**config.mk**
```make
export PLATFORM = sky130hd
export DESIGN_NAME = bcd_subtractor_seq
export DESIGN_NICKNAME = d
export VERILOG_FILES = /design/src/rtl/bcd_pkg.sv /design/src/rtl/bcd_digit_sub.sv /design/src/rtl/bcd_subtractor_seq.sv
export SDC_FILE = /design/constraint.sdc
export NUM_CORES = 1
export LEC_CHECK = 0
export CAP_MARGIN = 20
export CELL_PAD_IN_SITES_DETAIL_PLACEMENT = 0
export CELL_PAD_IN_SITES_GLOBAL_PLACEMENT = 2
export CORE_ASPECT_RATIO = 0.8
export CORE_MARGIN = 2
export CORE_UTILIZATION = 25
export CTS_CLUSTER_SIZE = 40
export DETAILED_ROUTE_END_ITERATION = 16
export PLACE_DENSITY_LB_ADDON = 0.08
export SYNTH_ARGS = -nofsm -noshare
export SYNTH_HDL_FRONTEND = slang
export SYNTH_SLANG_ARGS = --single-unit
export TNS_END_PERCENT = 20
```
**constraint.sdc**
```tcl
create_clock -name clk -period 3.2 [get_ports clk]
set_input_delay 0.8 -clock clk [delete_from_list [all_inputs] [get_ports clk]]
set_output_delay 0.8 -clock clk [all_outputs]
set_load 0.1 [all_outputs]
```
**src/rtl/bcd_pkg.sv**
```systemverilog
// Shared BCD types, constants and state encoding for the BCD subtractor slice.
package bcd_pkg;

    typedef logic [3:0] bcd_digit_t;

    localparam bcd_digit_t BCD_MAX   = 4'd9;
    localparam bcd_digit_t BCD_RADIX = 4'd10;

    typedef enum logic [1:0] {
        IDLE,
        SUB,
        NEG,
        DONE
    } sub_state_t;

    // A digit is illegal when it is above 9 (bit3 & (bit2 | bit1)).
    function automatic logic is_illegal_digit(input bcd_digit_t d);
        return (d > BCD_MAX);
    endfunction

endpackage

```
**src/rtl/bcd_digit_sub.sv**
```systemverilog
// Combinational single-digit BCD subtract: d = a - b - bin, with borrow out.
module bcd_digit_sub
    import bcd_pkg::*;
(
    input  bcd_digit_t a,
    input  bcd_digit_t b,
    input  logic       bin,
    output bcd_digit_t d,
    output logic       bout
);

    logic [4:0] t;

    // 5-bit difference; a negative result is corrected by adding the radix.
    always_comb begin
        t    = {1'b0, a} - {1'b0, b} - {4'b0000, bin};
        bout = t[4];
        d    = t[4] ? (t[3:0] + BCD_RADIX) : t[3:0];
    end

endmodule

```
**src/rtl/bcd_subtractor_seq.sv**
```systemverilog
// Sequential multi-digit BCD subtractor, one digit per clock, LSD first.
// Optional macro BCD_SUB_SIGN_MAG_EN: converts a negative ten's-complement
// result into sign/magnitude with an extra NDIGITS-cycle pass.
module bcd_subtractor_seq
    import bcd_pkg::*;
#(
    parameter int NDIGITS = 4
) (
    input  logic                 clk,
    input  logic                 reset_n,
    input  logic                 start,
    input  logic [4*NDIGITS-1:0] A,
    input  logic [4*NDIGITS-1:0] B,
    input  logic                 b_in,
    output logic                 busy,
    output logic                 done,
    output logic [4*NDIGITS-1:0] diff,
    output logic                 b_out,
    output logic                 negative,
    output logic                 out_of_range
);

    localparam int W  = 4 * NDIGITS;
    localparam int CW = (NDIGITS > 1) ? $clog2(NDIGITS) : 1;
    localparam logic [CW-1:0] LAST = CW'(NDIGITS - 1);

    sub_state_t    state;
    logic [W-1:0]  a_sr;
    logic [W-1:0]  b_sr;
    logic          borrow;
    logic [CW-1:0] cnt;
    logic          illegal;
    bcd_digit_t    op_a;
    bcd_digit_t    op_b;
    bcd_digit_t    d;
    logic          bout;

    // Flag any non-BCD digit in either operand at the capture point.
    always_comb begin
        illegal = 1'b0;
        for (int unsigned i = 0; i < NDIGITS; i++) begin
            if (is_illegal_digit(A[4*i +: 4]) || is_illegal_digit(B[4*i +: 4]))
                illegal = 1'b1;
        end
    end

    // Operand mux feeding the shared digit subtractor.
    always_comb begin
        op_a = a_sr[3:0];
        op_b = b_sr[3:0];
`ifdef BCD_SUB_SIGN_MAG_EN
        if (state == NEG) begin
            op_a = '0;
            op_b = diff[3:0];
        end
`endif
    end

    bcd_digit_sub u_digit (
        .a    (op_a),
        .b    (op_b),
        .bin  (borrow),
        .d    (d),
        .bout (bout)
    );

    // Control FSM with registered outputs; result digits enter diff at the top.
    always_ff @(posedge clk or negedge reset_n) begin
        if (!reset_n) begin
            state        <= IDLE;
            a_sr         <= '0;
            b_sr         <= '0;
            borrow       <= 1'b0;
            cnt          <= '0;
            busy         <= 1'b0;
            done         <= 1'b0;
            diff         <= '0;
            b_out        <= 1'b0;
            negative     <= 1'b0;
            out_of_range <= 1'b0;
        end else begin
            case (state)
                IDLE: begin
                    done <= 1'b0;
                    if (start) begin
                        a_sr         <= A;
                        b_sr         <= B;
                        borrow       <= b_in;
                        cnt          <= '0;
                        busy         <= 1'b1;
                        diff         <= '0;
                        b_out        <= 1'b0;
                        negative     <= 1'b0;
                        out_of_range <= illegal;
                        state        <= illegal ? DONE : SUB;
                    end
                end
                SUB: begin
                    diff   <= (diff >> 4) | (W'(d) << (W - 4));
                    a_sr   <= a_sr >> 4;
                    b_sr   <= b_sr >> 4;
                    borrow <= bout;
                    cnt    <= cnt + CW'(1);
                    if (cnt == LAST) begin
                        cnt      <= '0;
                        b_out    <= bout;
                        negative <= bout;
`ifdef BCD_SUB_SIGN_MAG_EN
                        if (bout) begin
                            borrow <= 1'b0;
                            state  <= NEG;
                        end else begin
                            state  <= DONE;
                        end
`else
                        state    <= DONE;
`endif
                    end
                end
`ifdef BCD_SUB_SIGN_MAG_EN
                NEG: begin
                    diff   <= (diff >> 4) | (W'(d) << (W - 4));
                    borrow <= bout;
                    cnt    <= cnt + CW'(1);
                    if (cnt == LAST) begin
                        cnt   <= '0;
                        state <= DONE;
                    end
                end
`endif
                DONE: begin
                    done  <= 1'b1;
                    busy  <= 1'b0;
                    state <= IDLE;
                end
                default: state <= IDLE;
            endcase
        end
    end

endmodule

```
==> out/qor.csv <==
stage;metric;value;unit
finish;area_growth;36.3;%
finish;layout-drive-gt1-share;14.4;%
synthesis;ys_ff_latch;57;
global_route;grt.busiest_layer;met2;
synthesis;synth_cells;267;
cts;cts_setup_buffers;0;
run;drv_cap;0;
sta;final.setup.tns;0;ns
detailed_routing;vias;2107;
critical_path;r2r_slack;0.66;ns
synthesis;post-synth-top-area-cell;dfrtp_1;
detailed_routing;wl_per_cell;15.3;um
global_route;met2_usage;19.2;%
critical_path;timing.critical_path.mode_cell;fa_1;
cts;worstSkewPairLatency;0.33;ns
global_route;use_met1;18.8;%
critical_path;reg2reg_from;a_sr[0];
floorplanning;dieArea;0.0120;mm^2
sta;finalSetupViolations;0;
cts;h-tree-depth;3;
synthesis;syn_area;0.00279;mm^2
placed_design;port-buffer-count;56;
floorplanning;start_util;25.6;%
finish;num_antenna_cells;0;
synthesis;synthTopCellsByCount;57 x dfrtp_1, 42 x o21ai_0, 34 x nand2_1;
cts;clk_pin_slew;0.05;ns
detailed_routing;via_per_inst;4.47;
cts;cts_sinks;57;
critical_path;cpMaxStageDelayCell;fa_1;
floorplanning;coreArea;0.0109;mm^2
synthesis;avgSynthCellArea;10.5;um^2
critical_path;cp_data_required_time;3.42;ns
cts;clk_path_buf_depth;2;
floorplanning;dieWidth;122;um
critical_path;rr_endpoint;diff[14];
sta;tightest_slew;0.761;ns
detailed_routing;initialDrtViolationCount;89;
global_route;gr-total-overflow;0;
critical_path;worstPathArrival;2.76;ns
synthesis;yosysTopAreaCellShare;51.1;%
global_route;grt_max_degree;61;
worst_hold_path;hold_start;b_sr[6];
sta;hold_violations;0;
detailed_routing;wl;7210;um
global_route;grt_pass1_vias;2213;
finish;finish.utilization;34.9;%
critical_path;start_kind;flip-flop;
synthesis;ys_seq_area_share;51.1;%
worst_hold_path;worst_hold_path_type;reg -> reg;
finish;final_nets;371;
synthesis;ys.flop_type;dfrtp_1;
sta;finClkSkew;0.00312;ns
critical_path;crit_start;a_sr[0];
cts;cts_buffers;9;
synthesis;synth_most_common_cell;dfrtp_1;
critical_path;cp_slowest_stage_delay;0.48;ns
cts;cts_tree;built;
placed_design;place.gp.congestion;0.713;
worst_hold_path;hold_path_depth;2;
sta;grt_setup_unrepaired;no;
detailed_routing;postRouteAntennaNets;0;
synthesis;synth_area_leaders;dfrtp_1 51%, mux2i_1 8.6%, o21ai_0 7.5%, a22o_1 6.0%, ha_1 4.9%;
synthesis;syn_nets;316;
critical_path;crit_path_end_kind;flip-flop;
critical_path;cp_cell_sequence;fa_1, fa_1, nand2b_1, a211o_1, and2_4, mux2_4, a22o_1;
cts;cts_resized;0;
cts;cts_root_buf;clkbuf_16;
synthesis;yosysWarnings;0;
floorplanning;pin_count;57;
synthesis;async_flop_share;100;%
sta;max_freq;393;MHz
cts;cts_hold_buf;0;
worst_hold_path;worstHoldEndpoint;b_sr[6];
synthesis;synth_cell_types;32;
global_route;antenna_found_initial;0;
sta;slew_headroom;49.2;%
global_route;grt_pass1_wl;12100;um
detailed_routing;post-route-drc-count;0;
placed_design;dp_hpwl;4900;um
sta;slew_violations;0;
sta;period_needed;2.54;ns
sta;period_share;79.4;%
critical_path;worstPathMaxFanout;4;
synthesis;synth-edff-count;0;
run_status;outcome;completed;
global_route;use_met3;4.22;%
floorplanning;die_height;98.5;um
floorplanning;core.rowCount;34;
global_route;grt.total_usage;13.3;%
critical_path;path_class;reg -> reg;
critical_path;reg2reg_depth;7;
detailed_routing;firstDrtPassIters;4;
[registers in the layout, summed over array words and instances, names as in the netlist, 2 cells and up]
signal and cells:
a_sr 16, diff 16, b_sr 16, state 2, cnt 2
[layer usage]
metal	vias to the layer above	routed length [um]
li1	1041	-
met1	1001	3470
met2	57	3220
met3	8	405
met4	0	110
met5	-	0
[cell type report]
class | count | area, um^2
Inverter | 12 | 45.0
Tap cell | 144 | 180
Timing Repair Buffer | 60 | 546
Clock inverter | 5 | 103
Clock buffer | 11 | 243
Sequential cell | 57 | 1430
Fill cell | 1145 | 7090
Multi-Input combinational cell | 182 | 1260
[cell families (layout without fill, tap and decap cells)]
logic type / after synthesis / in the layout / share of synthesized area [%]
AO/OA/AOI/OAI: 81 / 81 / 17.8
XOR/XNOR: 5 / 5 / 1.57
multiplexers: 26 / 26 / 9.55
AND/OR/NAND/NOR: 57 / 57 / 9.41
buffers and inverters: 28 / 88 / 4.21
adder cells (fa/ha/maj): 13 / 13 / 6.36
flip-flops: 57 / 57 / 51.1
[how the worst max path moves through the flow]
stage / endpoint / slack (ns)
after floorplan: diff[14] / 0.75
after global placement: diff[14] / 0.70
after detailed placement: diff[14] / 0.67
after CTS: diff[14] / 0.66
after global routing: diff[14] / 0.60
final: diff[14] / 0.66
[placed cells by master (no fill, tap or decap), drive strengths merged, types with 6 or more instances in the layout]
cell	instances
a21oi	10
dfrtp	57
a22o	19
nand2	34
o21ai	43
nor2b	9
nor2	6
ha	11
buf	26
clkdlybuf4s50	34
inv	12
clkbuf	11
mux2i	24
[critical path, delay by kind of cell (launching register included)]
kind | cells | cell delay, ns
simple gates | 2 | 0.35
compound gates | 2 | 0.50
flops | 1 | 0.40
fa+ha+maj | 2 | 0.89
mux | 1 | 0.29
[metrics by stage]
step | instances | setup WS (ns) | hold WS (ns) | area (um^2)
final | 471 | 0.658 | 0.478 | 3800
after global placement | 455 | 0.699 | 0.462 | 3460
after global routing | 471 | 0.598 | 0.507 | 3800
after floorplan | 267 | 0.753 | 0.450 | 2790
after detailed placement | 455 | 0.672 | 0.470 | 3460
after CTS | 471 | 0.660 | 0.481 | 3800
Power is not shown: default switching activity piles up to over one toggle a cycle in this logic, so the estimate is an artifact.
